<file path="config.mk">
export PLATFORM = sky130hd
export DESIGN_NAME = dm_port_sched
export DESIGN_NICKNAME = d
export VERILOG_FILES = /design/src/rtl/dm_port_sched_pkg.sv /design/src/rtl/dm_port_sched_sb.sv /design/src/rtl/dm_port_sched.sv
export SDC_FILE = /design/constraint.sdc
export NUM_CORES = 1
export LEC_CHECK = 0
export BUFFER_PORTS_ARGS = -buffer_cell sky130_fd_sc_hd__buf_4
export CAP_MARGIN = 20
export CORE_UTILIZATION = 45
export CTS_CLUSTER_DIAMETER = 80
export CTS_CLUSTER_SIZE = 30
export DETAILED_ROUTE_END_ITERATION = 8
export GPL_ROUTABILITY_DRIVEN = 0
export PLACE_DENSITY = 0.68
export SKIP_CTS_REPAIR_TIMING = 1
export SYNTH_ARGS = -nofsm -noshare
export SYNTH_HDL_FRONTEND = slang
export SYNTH_SLANG_ARGS = --single-unit
export TNS_END_PERCENT = 10
</file>
<file path="constraint.sdc">
create_clock -name clk_i -period 8 [get_ports clk_i]
set_input_delay 0.4 -clock clk_i [delete_from_list [all_inputs] [get_ports clk_i]]
set_output_delay 0.4 -clock clk_i [all_outputs]
set_load 0.05 [all_outputs]
</file>
<file path="src/rtl/dm_port_sched_pkg.sv">
// Shared types and DM encodings for the data-memory port scheduler and its store buffer.
package dm_port_sched_pkg;

  typedef struct packed {
    logic [31:0] addr;
    logic [31:0] data;
    logic [3:0]  wstrb;
    logic        valid;
  } sb_entry_t;

  typedef enum logic [1:0] {DmIdle, DmRead, DmWrite} dm_op_t;

  typedef enum logic [1:0] {StNorm, StConfl, StFence} sched_state_t;

  // DM chip enable and write enables are active-low.
  localparam logic        DmCenActive = 1'b0;
  localparam logic        DmCenIdle   = 1'b1;
  localparam logic [31:0] DmWenNone   = 32'hFFFF_FFFF;

  function automatic logic [31:0] wstrb_to_wen(logic [3:0] wstrb);
    logic [31:0] wen;
    for (int i = 0; i < 4; i++) begin
      wen[8*i +: 8] = {8{~wstrb[i]}};
    end
    return wen;
  endfunction

endpackage

</file>
<file path="src/rtl/dm_port_sched_sb.sv">
// In-order committed store buffer: circular array with count, head view and a
// per-entry word-address match vector.
module dm_port_sched_sb import dm_port_sched_pkg::*; #(
  parameter int unsigned Depth = 4
) (
  input  logic                       clk_i,
  input  logic                       rst_i,
  input  logic                       enq_i,
  input  logic [31:0]                enq_addr_i,
  input  logic [31:0]                enq_data_i,
  input  logic [3:0]                 enq_wstrb_i,
  input  logic                       deq_i,
  input  logic [29:0]                cmp_word_i,
  output logic [31:0]                head_addr_o,
  output logic [31:0]                head_data_o,
  output logic [3:0]                 head_wstrb_o,
  output logic [$clog2(Depth)-1:0]   head_idx_o,
  output logic [$clog2(Depth):0]     count_o,
  output logic [Depth-1:0]           match_o
);

  localparam int unsigned IdxW = $clog2(Depth);
  localparam int unsigned CntW = $clog2(Depth) + 1;

  sb_entry_t           entries_q [Depth];
  logic [IdxW-1:0]     head_q, head_d;
  logic [IdxW-1:0]     tail_q, tail_d;
  logic [CntW-1:0]     count_q, count_d;

  // Pointers wrap naturally since Depth is a power of two.
  assign head_d  = head_q + IdxW'(deq_i);
  assign tail_d  = tail_q + IdxW'(enq_i);
  assign count_d = count_q + CntW'(enq_i) - CntW'(deq_i);

  always_ff @(posedge clk_i) begin
    if (rst_i) begin
      for (int i = 0; i < Depth; i++) begin
        entries_q[i] <= '0;
      end
      head_q  <= '0;
      tail_q  <= '0;
      count_q <= '0;
    end else begin
      if (deq_i) begin
        entries_q[head_q].valid <= 1'b0;
      end
      if (enq_i) begin
        entries_q[tail_q] <= '{addr: enq_addr_i, data: enq_data_i, wstrb: enq_wstrb_i,
                               valid: 1'b1};
      end
      head_q  <= head_d;
      tail_q  <= tail_d;
      count_q <= count_d;
    end
  end

  always_comb begin
    match_o = '0;
    for (int i = 0; i < Depth; i++) begin
      match_o[i] = entries_q[i].valid && (entries_q[i].addr[31:2] == cmp_word_i);
    end
  end

  assign head_addr_o  = entries_q[head_q].addr;
  assign head_data_o  = entries_q[head_q].data;
  assign head_wstrb_o = entries_q[head_q].wstrb;
  assign head_idx_o   = head_q;
  assign count_o      = count_q;

endmodule

</file>
<file path="src/rtl/dm_port_sched.sv">
// Single-port DM scheduler: arbitrates loads against committed-store drains with
// starvation, address-conflict and fence handling, and drives every DM control.
module dm_port_sched import dm_port_sched_pkg::*; #(
  parameter int unsigned SbDepth     = 4,
  parameter int unsigned StarveLimit = 4
) (
  input  logic        clk_i,
  input  logic        rst_i,
  input  logic        ld_req_valid_i,
  input  logic [31:0] ld_req_addr_i,
  output logic        ld_req_ready_o,
  input  logic        ld_kill_i,
  output logic        ld_rsp_valid_o,
  output logic [31:0] ld_rsp_data_o,
  input  logic        st_req_valid_i,
  input  logic [31:0] st_req_addr_i,
  input  logic [31:0] st_req_data_i,
  input  logic [3:0]  st_req_wstrb_i,
  output logic        st_req_ready_o,
  input  logic        fence_req_i,
  output logic        fence_done_o,
  output logic        sb_empty_o,
  input  logic [31:0] dm_rd_data_i,
  output logic        dm_c_en_o,
  output logic        dm_r_en_o,
  output logic [31:0] dm_w_en_o,
  output logic [31:0] dm_addr_o,
  output logic [31:0] dm_w_data_o
);

  localparam int unsigned IdxW = $clog2(SbDepth);
  localparam int unsigned CntW = $clog2(SbDepth) + 1;
  localparam int unsigned StW  = $clog2(StarveLimit + 1);

  sched_state_t       state_q, state_d;
  logic [29:0]        confl_word_q, confl_word_d;
  logic [StW-1:0]     starve_q, starve_d;
  logic               rd_grant_q;
  dm_op_t             op;

  logic [31:0]        head_addr, head_data;
  logic [3:0]         head_wstrb;
  logic [IdxW-1:0]    head_idx;
  logic [CntW-1:0]    count;
  logic [SbDepth-1:0] match, head_mask;
  logic [29:0]        cmp_word;
  logic               sb_nonempty, starved, enq, deq, enq_match, conflict, remaining;

  assign sb_nonempty    = (count != '0);
  assign st_req_ready_o = (count != CntW'(SbDepth));
  assign sb_empty_o     = !sb_nonempty;
  assign starved        = (starve_q == StW'(StarveLimit));
  assign enq            = st_req_valid_i && st_req_ready_o && !rst_i;
  assign deq            = (op == DmWrite);

  // While stalled on a conflict, ordering is tracked against the held load word.
  assign cmp_word  = (state_q == StConfl) ? confl_word_q : ld_req_addr_i[31:2];
  assign enq_match = enq && (st_req_addr_i[31:2] == cmp_word);
  assign conflict  = ld_req_valid_i && ((|match) || enq_match);
  assign head_mask = deq ? (SbDepth'(1) << head_idx) : '0;
  // A matching store still pending once this cycle's drain and enqueue settle.
  assign remaining = (|(match & ~head_mask)) || enq_match;

  dm_port_sched_sb #(
    .Depth (SbDepth)
  ) u_sb (
    .clk_i        (clk_i),
    .rst_i        (rst_i),
    .enq_i        (enq),
    .enq_addr_i   (st_req_addr_i),
    .enq_data_i   (st_req_data_i),
    .enq_wstrb_i  (st_req_wstrb_i),
    .deq_i        (deq),
    .cmp_word_i   (cmp_word),
    .head_addr_o  (head_addr),
    .head_data_o  (head_data),
    .head_wstrb_o (head_wstrb),
    .head_idx_o   (head_idx),
    .count_o      (count),
    .match_o      (match)
  );

  always_comb begin
    op = DmIdle;
    if (!rst_i) begin
      if (state_q == StNorm && ld_req_valid_i && !conflict && !starved) begin
        op = DmRead;
      end else if (sb_nonempty) begin
        op = DmWrite;
      end
    end
  end

  always_comb begin
    state_d      = state_q;
    confl_word_d = confl_word_q;
    unique case (state_q)
      StNorm: begin
        if (fence_req_i) begin
          state_d = StFence;
        end else if (conflict && remaining) begin
          state_d      = StConfl;
          confl_word_d = ld_req_addr_i[31:2];
        end
      end
      StConfl: begin
        if (fence_req_i) begin
          state_d = StFence;
        end else if (!remaining) begin
          state_d = StNorm;
        end
      end
      StFence: begin
        if (!fence_req_i) begin
          state_d = StNorm;
        end
      end
      default: state_d = StNorm;
    endcase
  end

  always_comb begin
    starve_d = starve_q;
    if (deq || !sb_nonempty) begin
      starve_d = '0;
    end else if (op == DmRead && !starved) begin
      starve_d = starve_q + StW'(1);
    end
  end

  always_ff @(posedge clk_i) begin
    if (rst_i) begin
      state_q      <= StNorm;
      confl_word_q <= '0;
      starve_q     <= '0;
      rd_grant_q   <= 1'b0;
    end else begin
      state_q      <= state_d;
      confl_word_q <= confl_word_d;
      starve_q     <= starve_d;
      rd_grant_q   <= (op == DmRead);
    end
  end

  assign ld_req_ready_o = (op == DmRead);
  assign ld_rsp_valid_o = rd_grant_q && !ld_kill_i;
  assign ld_rsp_data_o  = dm_rd_data_i;
  assign fence_done_o   = (state_q == StFence) && !sb_nonempty;

  always_comb begin
    dm_c_en_o   = DmCenIdle;
    dm_r_en_o   = 1'b0;
    dm_w_en_o   = DmWenNone;
    dm_addr_o   = '0;
    dm_w_data_o = '0;
    unique case (op)
      DmRead: begin
        dm_c_en_o = DmCenActive;
        dm_r_en_o = 1'b1;
        dm_addr_o = ld_req_addr_i;
      end
      DmWrite: begin
        dm_c_en_o   = DmCenActive;
        dm_w_en_o   = wstrb_to_wen(head_wstrb);
        dm_addr_o   = head_addr;
        dm_w_data_o = head_data;
      end
      default: ;
    endcase
  end

endmodule

</file>
==> After elaboration in Yosys (flattened, before gate mapping) <==
Memory sizes are Yosys's and may differ from the RTL's. A register that Yosys moved wholly into a read port is not among the register bits.
Index checks and enable logic that the tools add are counted.
{ "op_classes": {"add_sub_neg": 5, "eq_ne": 14, "n_shift": 1, "mux": 31, "n_bitwise": 7, "n_reduce_logical": 33} }
{ "op_table": {"columns": ["op", "n"], "rows": [
  ["equality test 30 bit", 5],
  ["two-way mux 69 bit", 2],
  ["OR reduction 69 bit", 2],
  ["two-way mux 32 bit", 2],
  ["case mux 32 bit (2 select lines)", 1],
  ["two-way mux 30 bit", 1],
  ["two-way mux 2 bit", 12],
  ["logical AND 1 bit", 15],
  ["two-way mux 1 bit", 11],
  ["OR reduction 4 bit", 2],
  ["inequality test 3 bit, second input constant", 2],
  ["case mux 2 bit (3 select lines)", 1],
  ["AND reduction 3 bit", 2],
  ["logical NOT 1 bit", 5],
  ["NOT 1 bit", 5],
  ["adder 2 x 1 -> 2 bit", 2],
  ["bitwise AND 4 bit", 1],
  ["equality test 2 x 1 -> 1 bit, second input constant", 2],
  ["equality test 2 bit, second input constant", 2],
  ["two-way mux 4 bit", 1],
  ["NOT 4 bit", 1],
  ["OR reduction 2 bit", 2],
  ["left shift 1 x 2 -> 4 bit, first input constant", 1],
  ["adder 3 x 1 -> 3 bit", 1],
  ["other kinds (8)", 10]
]} }
{ "totals": {"ff_bits": 43, "mem_bits_rw": 276, "input_bits": 138, "output_inout_bits": 135, "elab_cells": 99, "mem_count": 1} }
{ "memory_table": {"columns": ["memory", "words", "width", "rd", "rd_clocked_by_memory_dff", "wr", "line_no", "source"], "rows": [
  ["u_sb.entries_q", 4, 69, 5, 1, 4, "dm_port_sched_sb.sv:25", "sb_entry_t entries_q [Depth];"]
]} }

==> Depth between registers and ports, before layout <==
Gate-level depths: netlist of run 1.
{ "logic_depth": {"word_depth": 22, "mapped_depth": 22} }

==> Hierarchy <==
From an unflattened synthesis of run 1, not the netlist that was laid out.
{ "unflattened": {"hier_cells": 1427, "hier_area_um2": 17648.2} }
{ "by_module_without_submodules": {"columns": ["mod", "instances", "cells_each", "area_each_um2", "seq_area_each_um2"], "rows": [
  ["dm_port_sched_sb", 1, 895, 13756.9, 8388.0],
  ["dm_port_sched", 1, 532, 3891.2, 720.7]
]} }

==> Worst setup path before layout of run 1 <==
OpenSTA, ideal clock, no wires.
{ "synth_path": {"path_type": "reg2reg", "startpoint": "register u_sb.count_q[2] (netlist: u_sb.count_o[2])", "endpoint": "memory u_sb.entries_q[2][10] (netlist bit), enable pin", "arrival_ns": 6.014, "t_required_ns": 7.412, "path_slack_ns": 1.398, "path_stages_with_launch": 7, "path_buffers": 1, "synth_period_minus_slack_ns": 6.602, "cell_sequence": "dfxtp_1 -> or3b_2 -> nand3_1 -> inv_1 -> nand2_1 -> clkbuf_1 -> o21ai_0"} }
{ "synth_rtl": {"columns": ["item", "line_no", "source"], "rows": [
  ["start, declared", "dm_port_sched_sb.sv:28", "logic [CntW-1:0] count_q, count_d;"],
  ["start signal, assigned", "dm_port_sched_sb.sv:53", "count_q <= count_d;"],
  ["end, declared", "dm_port_sched_sb.sv:25", null]
]} }

==> Worst setup path in the final report of run 1 <==
{ "layout_path": {"startpoint": "register state_q[1]", "endpoint": "output dm_w_en_o[18]"} }
{ "layout_via": {"elab_chain_len": 14, "word_cells_on_any_way": 24} }
{ "layout_lines": {"columns": ["item", "line_no", "source"], "rows": [
  ["start, declared", "dm_port_sched.sv:35", "sched_state_t state_q, state_d;"],
  ["start signal, assigned", "dm_port_sched.sv:133", "state_q <= StNorm;"],
  ["start signal, assigned", "dm_port_sched.sv:138", "state_q <= state_d;"],
  ["equality test 2 x 1 -> 1 bit", "dm_port_sched.sv:57", "assign cmp_word = (state_q == StConfl) ? confl_word_q : ld_req_addr_i[31:2];"],
  ["two-way mux 30 bit", "dm_port_sched.sv:57", null],
  ["equality test 30 bit", "dm_port_sched_sb.sv:60", "match_o[i] = entries_q[i].valid && (entries_q[i].addr[31:2] == cmp_word_i);"],
  ["logical AND 1 bit", "dm_port_sched_sb.sv:60", null],
  ["OR reduction 4 bit", "dm_port_sched.sv:59", "assign conflict = ld_req_valid_i && ((|match) || enq_match);"],
  ["logical OR 1 bit", "dm_port_sched.sv:59", null],
  ["logical AND 1 bit", "dm_port_sched.sv:59", null],
  ["logical NOT 1 bit", "dm_port_sched.sv:86", "if (state_q == StNorm && ld_req_valid_i && !conflict && !starved) begin"],
  ["logical AND 1 bit (*) (2 in a row)", "dm_port_sched.sv:86", null],
  ["two-way mux 2 bit (*)", "dm_port_sched.sv:86", null],
  ["two-way mux 2 bit (*)", "dm_port_sched.sv:85", "if (!rst_i) begin"],
  ["equality test 2 bit (*)", "dm_port_sched.sv:156", "unique case (op)"],
  ["two-way mux 32 bit (*)", "dm_port_sched.sv:156", null],
  ["end, declared", "dm_port_sched.sv:26", "output logic [31:0] dm_w_en_o,"]
]} }
Mark *: on every way between the ends. The rest lies on a longest branch, timed or not.

==> results of run 1 <==
[report_power, final]
| part | switching, W | internal [W] | leakage, nW |
|---|---|---|---|
| registers | 0.000132 | 0.00194 | 3.21 |
| clock network | 0.000594 | 0.000422 | 0.264 |
| logic | 0.000831 | 0.000480 | 4.28 |
[critical path: stages, from the launching register on]
cell      delay [ns]
dfxtp_1         0.61
nand2b_4        0.79
mux2i_1         0.90
xnor2_1         0.14
nor4_1          0.21
nand4_1         0.16
o32ai_1         0.45
nor4_1          0.15
buf_4           0.19
nand2_1         0.07
buf_4           0.36
and2_2          0.92
nand2_1         0.38
buf_4           0.32
[sequential cells by signal (all words and copies together) (netlist names)]
| name | cells |
|---|---|
| u_sb.count_o | 3 |
| u_sb.entries_q | 276 |
| starve_q | 3 |
| u_sb.head_idx_o | 2 |
| confl_word_q | 30 |
| state_q | 2 |
| u_sb.tail_q | 2 |
| rd_grant_q | 1 |
[cell usage after synthesis, types with 6 or more instances]
library cell    n
a2111oi_0      10
buf_4          62
a31oi_1         7
nand4b_1        9
nand4_1        12
o21ai_0        48
o2bb2ai_1       7
mux2i_1        25
dfxtp_1        47
a211oi_1        7
a21oi_1        63
nor3_1         36
ha_1            6
o2111ai_1       9
and2_1        253
a221oi_1       20
edfxtp_1      272
xnor2_1        85
xor2_1         38
o221ai_1        6
nand2_1        35
inv_1          72
nand2b_1       12
a22o_1         36
o22ai_1        19
clkbuf_1       94
and3_1         37
mux4_2         68
nor2_1         36
nand3_1        48
buf_2           9
nor4_1         42
nor2b_1        27
[final cells by class]
cell class,count,area (sq um),area share
tap,532,666,0.0320
sequential,319,9120,0.438
timing repair buffer,226,1720,0.0824
clock buffer,20,437,0.0210
multi-input combinational,1089,8510,0.409
clock inverter,10,103,0.00493
inverter,72,270,0.0130
[kinds of logic (layout without fill, tap and decap cells)]
kind of cell / after synthesis / after routing / share of synthesized area
and+or+nand+nor: 580 / 580 / 0.183
DFF: 319 / 319 / 0.486
AOI/OAI and AO/OA: 284 / 284 / 0.107
buffers and inverters: 246 / 328 / 0.0643
xor gates and xnor gates: 123 / 123 / 0.0575
muxes: 95 / 95 / 0.0966
adders and majority gates: 7 / 7 / 0.00508
[worst paths after layout]
kind                                               to  slack, ns  depth (start not counted)
worst max-delay path                    dm_w_en_o[18]       1.36                         13
worst min-delay path            u_sb.entries_q[0][16]       0.14                          2
worst max register to register        u_sb.count_o[2]       1.62                         18
worst min register to register            starve_q[0]       0.49                          1
[per-layer routing]
layer  track usage  share of wire
met4         0.148          0.062
met3         0.109           0.13
met1         0.387           0.36
met5        0.0167        0.00083
met2         0.480           0.45
[stage by stage]
| stage | area [sq um] | std cells |
|---|---|---|
| floorplan | 18700 | 1654 |
| global placement | 20200 | 2237 |
| detailed placement | 20200 | 2237 |
| CTS | 20800 | 2267 |
| global route | 20800 | 2268 |
| finish | 20800 | 2268 |
==> results.sh, run 1 <==
export IMPL_outcome="finished, violations left"
export IMPL_violations="design-rule violations"
export IMPL_area_delta_synth_final_pct=11.1
export IMPL_cap_violations=0
export IMPL_setup_tns_ns=0
export IMPL_arrival_ns=6.24
export IMPL_path_class="flop to primary output"
export IMPL_start_util=0.458
export IMPL_die_x_um=206
export IMPL_final_cell_mix="edfxtp_1, and2_1, buf_4, xnor2_1, inv_1"
export IMPL_ant_nets=0
export IMPL_setup_worst_path_start="state_q[1]"
export IMPL_finalPower_w=0.00440
export IMPL_worstMarginPinSlew_ns=1.16
export IMPL_synth_async_sr_flop_share=0
export IMPL_clk_path_buf_depth=3
export IMPL_synth_distinct_cells=73
export IMPL_layout_drive_gt1_share=0.202
export IMPL_synth_seq_cells=319
export IMPL_peakVddDrop_mv=0.149
export IMPL_utilization=0.509
export IMPL_fin_crit_sh=0.830
export IMPL_syn_nets=1799
export IMPL_p_per_area_mw_per_mm2=211
export IMPL_synth_top_cell_area_share=0.436
export IMPL_slew_headroom=0.222
export IMPL_max_freq_mhz=151
export IMPL_grt_start_max_net_pins=72
export IMPL_port_buffers=208
export IMPL_synth_edf_count=272
export IMPL_reg2reg_from="state_q[1]"
export IMPL_syn_area_sq_mm=0.0187
export IMPL_total_leakage_power_nw=7.76
export IMPL_grt_overflow_total=0
export IMPL_hold_class="primary input to flop"
export IMPL_die_h_um=206
export IMPL_cts_root_buffer="clkbuf_16"
export IMPL_ys_flop_type="edfxtp_1"
export IMPL_htree_levels=1
export IMPL_avgRoutedWirePerCell_um=29.3
export IMPL_rsz0062_at_grt="no"
export IMPL_dp_slack_ns=1.73
export IMPL_worstSkewPairLatency_ns=0.55
export IMPL_dieArea_sq_mm=0.0425
export IMPL_clkSlewWorstSetupHoldPaths_ns=0.11
export IMPL_drcViolationCount=12
export IMPL_core_area_sq_mm=0.0409
export IMPL_io_pins=273
export IMPL_setup_viol=0
export IMPL_totalWireLength_mm=66.4
export IMPL_grt_pass1_wl_mm=95.5
export IMPL_grt_total_usage=0.311
export IMPL_row_count=74
export IMPL_hold_viol_final=0
export IMPL_seq_area_frac_synth=0.486
export IMPL_endpoint_kind="primary output"
export IMPL_hp_start="st_req_data_i[11]"
export IMPL_yosys_warnings=0
export IMPL_start_kind="flop"
export IMPL_cts_sinks=319
export IMPL_numCtsBuffers=17
export IMPL_setup_slack_ns=1.36
export IMPL_fin_nets=1870
export IMPL_grt_pass1_vias=14200
export IMPL_synth_area_per_cell_sq_um=11.3
export IMPL_fillCellCount=3710
export IMPL_drt_iter0_markers=2064
export IMPL_synth_area_leaders="edfxtp_1, and2_1, mux4_2, dfxtp_1, xnor2_1"
export IMPL_cts_tree="done"
export IMPL_n_antenna_cell=0
export IMPL_antenna_found_initial=2
export IMPL_drtPass1Iterations=9
export IMPL_finClkSkew_ns=0.0183
export IMPL_whs_ns=0.139
export IMPL_slew_viol_final=0
export IMPL_viasPerCell=6.48
export IMPL_vias=14700
export IMPL_layout_commonest_cell="edfxtp_1"
export IMPL_worst_path_max_fanout=60
export IMPL_cp_data_required_time_ns=7.60
export IMPL_fin_crit_ns=6.64
export IMPL_dpl_hpwl_mm=45.7
export IMPL_synthCells=1654
export IMPL_synth_top_area_cell="edfxtp_1"
Note: power is estimated with default switching activity, not from simulation.
==> inputs of run 2 (changes only) <==
- ABC_AREA: not set -> 1
- PLACE_DENSITY: 0.68 -> 0.71
- clock period: 8 -> 6.05 ns (I/O delays scaled with it)
==> run 2 against run 1 <==
The flow still finishes with violations (design-rule violations). Global-route usage shrank 0.17 points. Setup slack lost 1.1 ns. Sequential share of layout area grew 1.0 points. Synthesized cell count grew 38%. Clock power grew 47%. Largest cell class unchanged. Largest power group unchanged.
==> results.sh, run 2 <==
export IMPL_path_cells="nand2_2, buf_12, nand2_1, nand2_2, xnor2_1, nand3_1, nor2_1, nand2_1, nor2_1, nor2_2, nand3_4, nand2_2, buf_4, o32ai_1, buf_4"
export IMPL_cts_sinks=319
export IMPL_synth_most_common_cell="nand2_1"
export IMPL_whs_ns=0.0114
export IMPL_cts_root_buffer="clkbuf_16"
export IMPL_htree_levels=1
export IMPL_worstSkewPairLatency_ns=0.56
export IMPL_start_util=0.461
export IMPL_clkSlewWorstSetupHoldPaths_ns=0.09
export IMPL_cts_tree="done"
export IMPL_yosys_warnings=0
export IMPL_syn_area_sq_mm=0.0180
export IMPL_seq_area_frac_synth=0.506
export IMPL_area_delta_synth_final_pct=12.8
export IMPL_dieArea_sq_mm=0.0408
export IMPL_synth_async_sr_flop_share=0
export IMPL_hp_start="ld_req_addr_i[7]"
export IMPL_start_kind="flop"
export IMPL_final_cell_count_no_fill=2914
export IMPL_largest_reg_flops=276
export IMPL_drt_iter0_markers=2312
export IMPL_reg2reg_to="u_sb.count_o[2]"
export IMPL_synth_area_per_cell_sq_um=7.90
export IMPL_synth_top_area_cell="edfxtp_1"
export IMPL_peakVddDrop_mv=0.265
export IMPL_synth_edf_count=272
export IMPL_outcome="finished, violations left"
export IMPL_rsz0062_at_grt="no"
export IMPL_grt_total_usage=0.309
export IMPL_endpoint_kind="primary output"
export IMPL_max_freq_mhz=172
export IMPL_fin_crit_ns=5.82
export IMPL_grt_pass1_wl_mm=96.2
export IMPL_hold_class="primary input to flop"
export IMPL_synth_area_leaders="edfxtp_1, nand2_1, nor2_1, inv_1, dfxtp_1"
export IMPL_setup_slack_ns=0.233
export IMPL_syn_nets=2424
export IMPL_worst_path_max_fanout=30
export IMPL_holdPathStages=3
export IMPL_crit_top_cell="nand2_2"
export IMPL_critPathTopFamily="simple AND/OR/NAND/NOR gates"
export IMPL_worstMarginPinSlew_ns=1.03
export IMPL_final_cell_mix="nand2_1, nor2_1, inv_1, edfxtp_1, buf_4"
export IMPL_reg_top3="u_sb.entries_q: 276 flops, confl_word_q: 30 flops"
export IMPL_row_count=72
export IMPL_ys_flop_type="edfxtp_1"
export IMPL_slew_headroom=0.314
export IMPL_finalPower_w=0.00594
export IMPL_layout_drive_gt1_share=0.125
export IMPL_vias=17000
export IMPL_grt_pass1_vias=15900
export IMPL_setup_tns_ns=0
export IMPL_finClkSkew_ns=0.0196
export IMPL_cap_violations=0
export IMPL_arrival_ns=5.51
export IMPL_drcViolationCount=8
export IMPL_synth_top_cell_area_share=0.453
export IMPL_reg2reg_depth=21
export IMPL_regToRegSetupSlack_ns=0.99
export IMPL_cp_data_required_time_ns=5.75
export IMPL_reg2reg_from="state_q[0]"
export IMPL_total_leakage_power_nw=8.98
export IMPL_ant_nets=0
export IMPL_die_x_um=202
export IMPL_totalWireLength_mm=64.3
export IMPL_antenna_found_initial=1
export IMPL_violations="design-rule violations"
export IMPL_layout_commonest_cell="nand2_1"
export IMPL_regMostFlops="u_sb.entries_q"
export IMPL_core_area_sq_mm=0.0391
export IMPL_fillCellCount=3709
export IMPL_drtPass1Iterations=9
export IMPL_dpl_hpwl_mm=45.1
export IMPL_dp_slack_ns=1.16
export IMPL_cp_slowest_stage_delay_ns=0.65
export IMPL_clk_path_buf_depth=3
export IMPL_slew_viol_final=0
export IMPL_path_class="flop to primary output"
export IMPL_synthTopCellsByCount="nand2_1, nor2_1, inv_1"
export IMPL_grt_overflow_total=0
export IMPL_grt_start_max_net_pins=71
export IMPL_hold_viol_final=0
export IMPL_die_h_um=202
export IMPL_cp_buffers_inverters=3
export IMPL_synthCells=2279
export IMPL_p_per_area_mw_per_mm2=292
export IMPL_setup_viol=0
export IMPL_io_pins=273
export IMPL_synth_seq_cells=319
export IMPL_viasPerCell=5.85
export IMPL_fin_crit_sh=0.962
export IMPL_synth_distinct_cells=45
export IMPL_fin_nets=2527
export IMPL_port_buffers=208
export IMPL_whs_endpoint="confl_word_q[5]"
export IMPL_avgRoutedWirePerCell_um=22.1
export IMPL_cp_slowest_cell="dfxtp_2"
export IMPL_dp_cells=2879
export IMPL_numCtsBuffers=19
run 2: cell count changes in the layout (fill, tap and decap cells not counted), sizes merged, moves of 45 or more:
cell,delta
nand3,+75
and2,-253
mux4,-68
inv,+209
nor2,+367
o22ai,+45
xnor2,-75
nand2,+584
run 2: worst max-delay path by stage:
stage | from | endpoint | slack, ns | cells past startpoint
after global routing | state_q[0] | dm_addr_o[24] | 0.24 | 15
after detailed placement | state_q[0] | dm_addr_o[31] | 1.16 | 15
after CTS | state_q[0] | dm_addr_o[31] | 0.54 | 15
after floorplan | state_q[0] | dm_addr_o[22] | 2.17 | 18
after global placement | state_q[0] | dm_addr_o[31] | 1.22 | 15
final | state_q[0] | dm_addr_o[30] | 0.23 | 15
run 2: worst register-to-register path, cell delays in order, from the launching register on:
cell and delay (ns):
dfxtp_2 0.65, inv_1 0.19, nor2_4 0.45, buf_4 0.28, nand2_1 0.07, nand2_1 0.16, xor2_1 0.38, nor2_1 0.10
nand2_1 0.08, nor2_1 0.05, nand2_1 0.07, nand2_1 0.06, nor2_2 0.15, nand3_4 0.14, nand2_2 0.65, clkinv_1 0.24
ha_1 0.34, inv_1 0.04, ha_1 0.21, fa_1 0.40, xnor2_1 0.17, nor2_1 0.05
run 2: metrics by stage:
step / util / cell area, sq um
after floorplan: - / 18000
after global placement: 0.503 / 19700
after detailed placement: 0.503 / 19700
after CTS: 0.520 / 20300
after global routing: 0.520 / 20300
final: 0.520 / 20300
run 2: kinds of logic (layout without fill, tap and decap cells):
| logic type | Yosys count | count (layout) | synth area share |
|---|---|---|---|
| buffers and inverters | 437 | 553 | 0.107 |
| adder cells (fa/ha/maj) | 7 | 7 | 0.00528 |
| AND/OR/NAND/NOR | 1209 | 1209 | 0.272 |
| XOR/XNOR | 16 | 16 | 0.00778 |
| AO/OA/AOI/OAI | 291 | 291 | 0.102 |
| flip-flops | 319 | 319 | 0.506 |
| other | 0 | 1 | 0 |
run 2: routing by layer:
metal / up-vias / track usage / wire length, um
met3: 214 / 0.0914 / 8870
li1: 7659 / - / -
met2: 1266 / 0.486 / 28800
met5: - / 0 / 0
met1: 7906 / 0.403 / 23800
met4: 0 / 0.115 / 2780
run 2: cell type report:
class,count,area (sq um),area share
Sequential cell,319,9110,0.448
Antenna cell,1,2.50,0.000123
Clock inverter,14,184,0.00905
Multi-Input combinational cell,1523,7060,0.348
Clock buffer,20,479,0.0236
Tap cell,518,648,0.0319
Inverter,286,1070,0.0528
Timing Repair Buffer,233,1760,0.0867
run 2: power breakdown:
group / switching [W] / internal (W)
registers: 0.000102 / 0.00256
clock network: 0.000836 / 0.000668
logic: 0.00130 / 0.000479
total: 0.00224 / 0.00370
